[src/rtl/button_pkg.sv]
// Shared types and default timing constants for the pushbutton input blocks.
package button_pkg;

  typedef enum logic [1:0] {
    IDLE         = 2'd0,
    PRESS_WAIT   = 2'd1,
    PRESSED      = 2'd2,
    RELEASE_WAIT = 2'd3
  } state_t;

  // 10 ms debounce and 1 s long press at a 100 MHz clock.
  localparam int unsigned DEBOUNCE_CYCLES_DEF   = 1_000_000;
  localparam int unsigned LONG_PRESS_CYCLES_DEF = 100_000_000;

endpackage

[src/rtl/button_debounce_if.sv]
// Signal bundle between a raw pushbutton source and the debouncer.
interface button_debounce_if;
  import button_pkg::*;

  // btn_in carries no valid/ready: it is sampled every cycle. Every *_pulse
  // output is a single-cycle strobe with no backpressure; state is debug-only.
  logic       btn_in;
  logic       btn_level;
  logic       press_pulse;
  logic       release_pulse;
  logic       long_press_pulse;
  logic [7:0] press_count;
  state_t     state;

  modport master (
    output btn_in,
    input  btn_level, press_pulse, release_pulse, long_press_pulse,
    input  press_count, state
  );

  modport slave (
    input  btn_in,
    output btn_level, press_pulse, release_pulse, long_press_pulse,
    output press_count, state
  );

endinterface

[src/rtl/sync_2ff.sv]
// Two-flop synchronizer for a single asynchronous input bit.
module sync_2ff (
  input  logic clk,
  input  logic rst_n,
  input  logic d,
  output logic q
);

  logic meta;

  always_ff @(posedge clk or negedge rst_n) begin
    if (!rst_n) begin
      meta <= 1'b0;
      q    <= 1'b0;
    end else begin
      meta <= d;
      q    <= meta;
    end
  end

endmodule

[src/rtl/button_debounce.sv]
// Pushbutton debouncer: press/release/long-press strobes and a press counter.
module button_debounce
  import button_pkg::*;
#(
  parameter int unsigned DEBOUNCE_CYCLES   = DEBOUNCE_CYCLES_DEF,
  parameter int unsigned LONG_PRESS_CYCLES = LONG_PRESS_CYCLES_DEF
) (
  input  logic               clk,
  input  logic               rst_n,
  button_debounce_if.slave   bus
);

  localparam int DW = $clog2(DEBOUNCE_CYCLES + 1);
  localparam int LW = $clog2(LONG_PRESS_CYCLES + 1);

  // The sample that leaves IDLE/PRESSED already counts as the first stable one.
  localparam logic [DW-1:0] DEB_LAST  = DW'(DEBOUNCE_CYCLES - 1);
  localparam logic [LW-1:0] LONG_MAX  = LW'(LONG_PRESS_CYCLES);
  localparam logic [LW-1:0] LONG_LAST = LW'(LONG_PRESS_CYCLES - 1);

  logic          btn_s;
  state_t        state;
  logic [DW-1:0] stab_cnt;
  logic [LW-1:0] long_cnt;
  logic          level_q;
  logic          press_q;
  logic          release_q;
  logic          long_q;
  logic [7:0]    count_q;
  logic          release_done;
  logic          long_run;

  sync_2ff u_sync (
    .clk   (clk),
    .rst_n (rst_n),
    .d     (bus.btn_in),
    .q     (btn_s)
  );

  // The cycle that completes a release ends the press, so the long-press
  // timer stops there and cannot strobe alongside release_pulse.
  assign release_done = (state == RELEASE_WAIT) && !btn_s && (stab_cnt == DEB_LAST);
  assign long_run     = (state == PRESSED) || ((state == RELEASE_WAIT) && !release_done);

  always_ff @(posedge clk or negedge rst_n) begin
    if (!rst_n) begin
      state     <= IDLE;
      stab_cnt  <= '0;
      long_cnt  <= '0;
      level_q   <= 1'b0;
      press_q   <= 1'b0;
      release_q <= 1'b0;
      long_q    <= 1'b0;
      count_q   <= 8'd0;
    end else begin
      press_q   <= 1'b0;
      release_q <= 1'b0;
      long_q    <= 1'b0;

      case (state)
        IDLE: begin
          if (btn_s) begin
            state    <= PRESS_WAIT;
            stab_cnt <= DW'(1);
          end
        end
        PRESS_WAIT: begin
          if (!btn_s) begin
            state    <= IDLE;
            stab_cnt <= '0;
          end else if (stab_cnt == DEB_LAST) begin
            state    <= PRESSED;
            stab_cnt <= '0;
            level_q  <= 1'b1;
            press_q  <= 1'b1;
            count_q  <= count_q + 8'd1;
            long_cnt <= '0;
          end else begin
            stab_cnt <= stab_cnt + 1'b1;
          end
        end
        PRESSED: begin
          if (!btn_s) begin
            state    <= RELEASE_WAIT;
            stab_cnt <= DW'(1);
          end
        end
        RELEASE_WAIT: begin
          if (btn_s) begin
            state    <= PRESSED;
            stab_cnt <= '0;
          end else if (release_done) begin
            state     <= IDLE;
            stab_cnt  <= '0;
            level_q   <= 1'b0;
            release_q <= 1'b1;
          end else begin
            stab_cnt <= stab_cnt + 1'b1;
          end
        end
        default: begin
          state    <= IDLE;
          stab_cnt <= '0;
        end
      endcase

      // Saturating timer: one strobe per press, no wrap.
      if (long_run && (long_cnt != LONG_MAX)) begin
        long_cnt <= long_cnt + 1'b1;
        long_q   <= (long_cnt == LONG_LAST);
      end
    end
  end

  assign bus.btn_level        = level_q;
  assign bus.press_pulse      = press_q;
  assign bus.release_pulse    = release_q;
  assign bus.long_press_pulse = long_q;
  assign bus.press_count      = count_q;
  assign bus.state            = state;

endmodule

[src/flat_wrapper.sv]
// flat-port wrapper written by rule: the top's interface ports become plain ports
module button_debounce_flat import button_pkg::*;
#(
  parameter int unsigned DEBOUNCE_CYCLES   = DEBOUNCE_CYCLES_DEF,
  parameter int unsigned LONG_PRESS_CYCLES = LONG_PRESS_CYCLES_DEF
)
  (clk, rst_n, bus_btn_in, bus_btn_level, bus_press_pulse, bus_release_pulse, bus_long_press_pulse, bus_press_count, bus_state);
  button_debounce_if bus_i ();
  input  logic clk;
  input  logic rst_n;
  input wire logic [$bits(bus_i.btn_in)-1:0] bus_btn_in;
  output wire logic [$bits(bus_i.btn_level)-1:0] bus_btn_level;
  output wire logic [$bits(bus_i.press_pulse)-1:0] bus_press_pulse;
  output wire logic [$bits(bus_i.release_pulse)-1:0] bus_release_pulse;
  output wire logic [$bits(bus_i.long_press_pulse)-1:0] bus_long_press_pulse;
  output wire logic [$bits(bus_i.press_count)-1:0] bus_press_count;
  output wire logic [$bits(bus_i.state)-1:0] bus_state;
  assign bus_i.btn_in = bus_btn_in;
  assign bus_btn_level = bus_i.btn_level;
  assign bus_press_pulse = bus_i.press_pulse;
  assign bus_release_pulse = bus_i.release_pulse;
  assign bus_long_press_pulse = bus_i.long_press_pulse;
  assign bus_press_count = bus_i.press_count;
  assign bus_state = bus_i.state;
  button_debounce #(.DEBOUNCE_CYCLES(DEBOUNCE_CYCLES), .LONG_PRESS_CYCLES(LONG_PRESS_CYCLES)) u_core (.clk(clk), .rst_n(rst_n), .bus(bus_i));
endmodule
[config.mk]
export PLATFORM = sky130hd
export DESIGN_NAME = button_debounce_flat
export DESIGN_NICKNAME = d
export VERILOG_FILES = /design/src/rtl/button_pkg.sv /design/src/rtl/button_debounce_if.sv /design/src/rtl/sync_2ff.sv /design/src/rtl/button_debounce.sv /design/src/flat_wrapper.sv
export SDC_FILE = /design/constraint.sdc
export NUM_CORES = 1
export LEC_CHECK = 0
export CAP_MARGIN = 10
export CORE_AREA = 4 4 110 112
export DETAILED_ROUTE_END_ITERATION = 6
export DIE_AREA = 0 0 114 116
export PLACE_DENSITY = 0.43
export RECOVER_POWER = 50
export SLEW_MARGIN = 20
export SYNTH_ARGS = -nofsm -noshare
export SYNTH_HDL_FRONTEND = slang
export SYNTH_SLANG_ARGS = --single-unit
[constraint.sdc]
create_clock -name clk -period 2.3 [get_ports clk]
set_input_delay 0.23 -clock clk [delete_from_list [all_inputs] [get_ports clk]]
set_output_delay 0.23 -clock clk [all_outputs]
set_load 0.02 [all_outputs]
* Yosys cells after proc, flatten, opt, wreduce, memory -nomap -nowiden
Index checks and enable logic that the tools add are counted.
Storage, ports and cells: register bits 63, bits in latches 0, memory bits (writable) 0, bits in read-only memories 0, input bits 3, memories kept 0
Cells by class: $add $sub $neg 3, multipliers 0, divide/modulo/power cells 0, magnitude comparators 0, eq/ne operators 14, shift-type cells 0, mux-type cells 30, bitwise gates (word level) 0, reduce and logical (&&, ||, !) cells 17
Operator list (number):
- 2-to-1 mux 20 bit | 6
- 2-to-1 mux 27 bit | 4
- case mux 20 bit (4 select lines) | 1
- adder 27 x 1 -> 27 bit (second input constant) | 1
- equality test 27 bit (second input constant) | 1
- != test 27 bit (second input constant) | 1
- adder 20 x 1 -> 20 bit (second input constant) | 1
- equality test 20 bit (second input constant) | 1
- 2-to-1 mux 2 bit | 6
- 2-to-1 mux 1 bit | 11
- adder 8 x 1 -> 8 bit (second input constant) | 1
- != test 2 bit (second input constant) | 4
- case mux 2 bit (4 select lines) | 1
- nonzero test 2 bit | 4
- != test 3 x 2 -> 1 bit (second input constant) | 2
- AND reduction 3 bit | 2
- AND reduction 5 bit | 1
- equality test 2 bit (second input constant) | 2
- logical AND 1 bit | 4
- != test 2 x 1 -> 1 bit (second input constant) | 2
- AND reduction 4 bit | 1
- equality test 2 x 1 -> 1 bit (second input constant) | 1
- zero test 1 bit | 2
- zero test 2 bit | 1
- other kinds (3) | 3

* Longest topological paths before layout
depth after elaboration 9, mapped depth 8

* Cells and area by module
Synthesis repeated with hierarchy kept, for this count alone.
Unflattened totals: cells, all modules 346, area total of the unflattened synthesis 3315.7 um^2
Modules (own cells, without submodules):
- button_debounce | instances 1, cells each 344, area an instance 3265.6 um^2
- sync_2ff | instances 1, cells each 2, area an instance 50.0 um^2

* Worst setup path after synthesis
OpenSTA, ideal clock, no wires.
path kind reg2reg, start point register u_core.stab_cnt[7], end point register u_core.long_cnt[16], library setup time 95 ps, arrival 2054 ps, required time 2205 ps, slack 151 ps, cell stages (with the launch flop) 8, path buffers 2, period minus slack after synthesis 2149 ps, cell sequence dfrtp_1 -> or4b_1 -> nor4_4 -> a31o_2 -> buf_2 -> buf_2 -> o211ai_1 -> o31ai_1
On the way: word-level cells in the longest chain between the ends 8
Ends and longest elaborated chain:
- from (decl) | line button_debounce.sv:23 | logic [DW-1:0] stab_cnt;
- from (signal assigned) | line button_debounce.sv:79 | stab_cnt <= stab_cnt + 1'b1;
- from (signal assigned) | line button_debounce.sv:98 | stab_cnt <= stab_cnt + 1'b1;
- equality test 20 bit * | line button_debounce.sv:42, button_debounce.sv:71
- logical AND 1 bit | line button_debounce.sv:42 | assign release_done = (state == RELEASE_WAIT) && !btn_s && (stab_cnt == DEB_LAST);
- zero test 1 bit | line button_debounce.sv:43 | assign long_run = (state == PRESSED) || ((state == RELEASE_WAIT) && !release_done);
- logical AND 1 bit | line button_debounce.sv:43
- logical OR 1 bit | line button_debounce.sv:43
- logical AND 1 bit | line button_debounce.sv:108 | if (long_run && (long_cnt != LONG_MAX)) begin
- nonzero test 2 bit (no source line)
- AND reduction 3 bit (no source line)
- to (signal assigned) | line button_debounce.sv:109 | long_cnt <= long_cnt + 1'b1;
- to (decl) | line button_debounce.sv:24 | logic [LW-1:0] long_cnt;
Every way passes the cells marked *; elsewhere a longest branch is shown, timed or not. A chain may end at the register's enable or synchronous reset.

* Worst setup path after layout
start point register u_core.stab_cnt[10], end point register u_core.long_cnt[7]
The elaborated chain is that of the path after synthesis.

==> results_dict.tcl <==
set metrics [dict create \
    hold_path.class "register to register" \
    first_iter_violations 215 \
    arrival_ps 2410 \
    placementRows 39 \
    via_per_inst 5.18 \
    fmax_mhz 455 \
    pwr-share-comb_pct 12.0 \
    antenna_found_initial 0 \
    grt_pass1_vias 2646 \
    synthCells 350 \
    synth_top_flop_cell "dfrtp_1" \
    p_int_uw 2080 \
    maxSlewHeadroom_pct -0.237 \
    grt.overflow.total 0 \
    finClkSkew_ps 6.24 \
    insertion_delay_ps 330 \
    cp_slowest_cell "or4b_1" \
    async_flop_share_pct 100 \
    place_congestion 0.785 \
    cp-start-kind "register" \
    switchingPower_uw 715 \
    synth_area_leaders "dfrtp_1 48%, nand2_1 5.0%, mux2i_1 4.9%" \
    path_class "register to register" \
    dp_cells 522 \
    yosysTopAreaCell "dfrtp_1" \
    io_buffers 16 \
    num_vias 2801 \
    path_cells "or4b_1, nor4_4, buf_6, a31o_2, buf_12, nor3_1, a211o_1" \
    cts_buffers 9 \
    power_density_mw_per_mm2 680 \
    h-tree-depth 3 \
    root_buffer "clkbuf_16" \
    drc 0 \
    p_total_uw 2800 \
    hold_violations 0 \
    num_antenna_cells 0 \
    tightest_slew_ps 1500 \
    syn-cell-area_mm2 0.00329 \
    swShare_pct 25.6 \
    die-area_mm2 0.0132 \
    synth_warnings 0 \
    slowest_delay_ps 590 \
    die_w_um 114 \
    area_growth_pct 24.8 \
    end_kind "register" \
    nets 401 \
    antenna_left 0 \
    track_usage_pct 13.5 \
    final_common_cell "dfrtp_1" \
    yosys.area.top_type_share_pct 47.9 \
    synth-edff-count 0 \
    io_pins 17 \
    run_status "finished, violations left" \
    crit_buf_inv 2 \
    dpl.hpwl_mm 5.67 \
    ys_seq_area_share_pct 47.9 \
    initial_core_util_pct 29.3 \
    dr.pass1.iters 4 \
    path_max_fanout 30 \
    setup_viol 0 \
    fp.coreArea_mm2 0.0112 \
    wire_per_inst_um 15.1 \
    wirelength_mm 8.14 \
    final_cells 541 \
    ys_ff_latch 63 \
    die_y_um 116 \
    p_clk_share_pct 45.7 \
    critPathTopFamily "simple AND/OR/NAND/NOR gates" \
    grt_max_degree 39 \
    clk_path_buf_depth 2 \
    clkSinkCount 63 \
    max-vdd-ir-drop_uv 319 \
    fin_crit_sh_pct 95.6 \
    grt_pass1_wl_mm 13.9 \
    p_leak_uw 0.00172 \
    violations "capacitance limit, slew limit" \
    layout_common_cells "63 x dfrtp_1, 44 x nand2_1, 26 x buf_4, 21 x nand3_1, 19 x nand4_1" \
    cts_tree "built" \
    drv_cap 1 \
    syn_area_per_cell_um2 9.41 \
    ys_types 40 \
    final_layout_size_suffix_gt1_share_pct 12.8 \
    cts.clk_slew.worst_paths_ps 50 \
    min_period_ps 2200 \
    power_frac_seq_pct 42.3 \
    drv_slew 26 \
    synth_nets 357 \
    crit_required_ps 2510 \
]
-- final timing paths --
check	slack, ps	from	endpoint	cells after the start
setup / recovery	100	u_core.stab_cnt[10]$_DFFE_PN0P_	u_core.long_cnt[7]$_DFFE_PN0P_	7
hold / removal	360	u_core.u_sync.meta$_DFF_PN0_	u_core.u_sync.q$_DFF_PN0_	0
setup reg to reg	100	u_core.stab_cnt[10]$_DFFE_PN0P_	u_core.long_cnt[7]$_DFFE_PN0P_	7
hold reg to reg	360	u_core.u_sync.meta$_DFF_PN0_	u_core.u_sync.q$_DFF_PN0_	0
max in group asynchronous	470	rst_n	u_core.long_cnt[10]$_DFFE_PN0P_	3
min in group asynchronous	800	rst_n	u_core.bus.press_count[6]$_DFFE_PN0P_	2
-- cell families after synthesis --
family                   share of synthesized area [%]
AO/OA/AOI/OAI                                     14.9
buffers and inverters                             3.57
AND/OR/NAND/NOR                                   24.9
XOR/XNOR                                          2.39
flip-flops                                        47.9
adder cells (fa/ha/maj)                           1.52
multiplexers                                      4.86
-- cells in the mapped netlist, types with 4 or more instances --
library cell and count:
inv_1 16, dfrtp_1 63, o21ai_0 13, or3_1 5
o31ai_1 6, xnor2_1 7, nor4_1 6, nand2_1 44
nand2b_1 4, mux2i_1 16, a21o_1 6, clkbuf_1 10
and3_1 4, nand3_1 21, buf_2 4, nand4_1 19
nor2_1 16, ha_1 4, nor3_1 15, a21oi_1 16
a31oi_1 13, o211ai_1 7
-- routing by layer --
layer / GRT usage [%] / vias up / part of all wire, %
li1: - / 1395 / -
met1: 19.6 / 1355 / 51
met2: 19.3 / 40 / 44
met3: 3.29 / 11 / 3.8
met4: 5.46 / 0 / 1.8
met5: 0 / - / 0
-- flip-flops by register name, indices dropped and copies added (netlist names), named ones only --
signal and cells:
u_core.stab_cnt 20, u_core.u_sync.q 1, u_core.bus.release_pulse 1, u_core.bus.press_pulse 1, u_core.bus.long_press_pulse 1, u_core.long_cnt 27
u_core.bus.btn_level 1, u_core.bus.state 1, u_core.bus.press_count 8, u_core.u_sync.meta 1
-- stage by stage --
stage               hold WS, ps  area [um2]  TNS [ps]  utilization, %  worst slack (ps)
global route                366        4110     -20.2            36.6             -14.0
floorplan                 -65.6        3290         0               -               151
detailed placement          305        3800         0            33.8              44.2
CTS                         329        4090         0            36.4              39.0
global placement            299        3800         0            33.8              52.1
finish                      358        4110         0            36.6               100
-- cell type report --
type	count	area, um2
fillers	1160	7110
multi-input cells	257	1610
flip-flops and latches	63	1580
repair buffers	47	413
clock buffers	15	278
well taps	143	179
inverters	16	60.1
-- timing repair --
| action | in CTS | in global routing |
|---|---|---|
| endpoints found under the setup margin | 0 | 33 |
| hold buffers | 1 | 0 |
| buffers inserted | 0 | 3 |
| resized for setup | 0 | 5 |
| endpoints found under the hold margin | 25 | 0 |
-- power by group through the flow --
stage	Clock [uW]	Sequential, uW	Combinational [uW]
6_report	1280	1180	335
5_1_grt	1390	1190	378
4_1_cts	1320	1180	345
3_5_place_dp	0	1200	343
3_3_place_gp	0	1200	340
2_1_floorplan	0	1210	190
No activity file was read; power rests on OpenSTA's default activity.
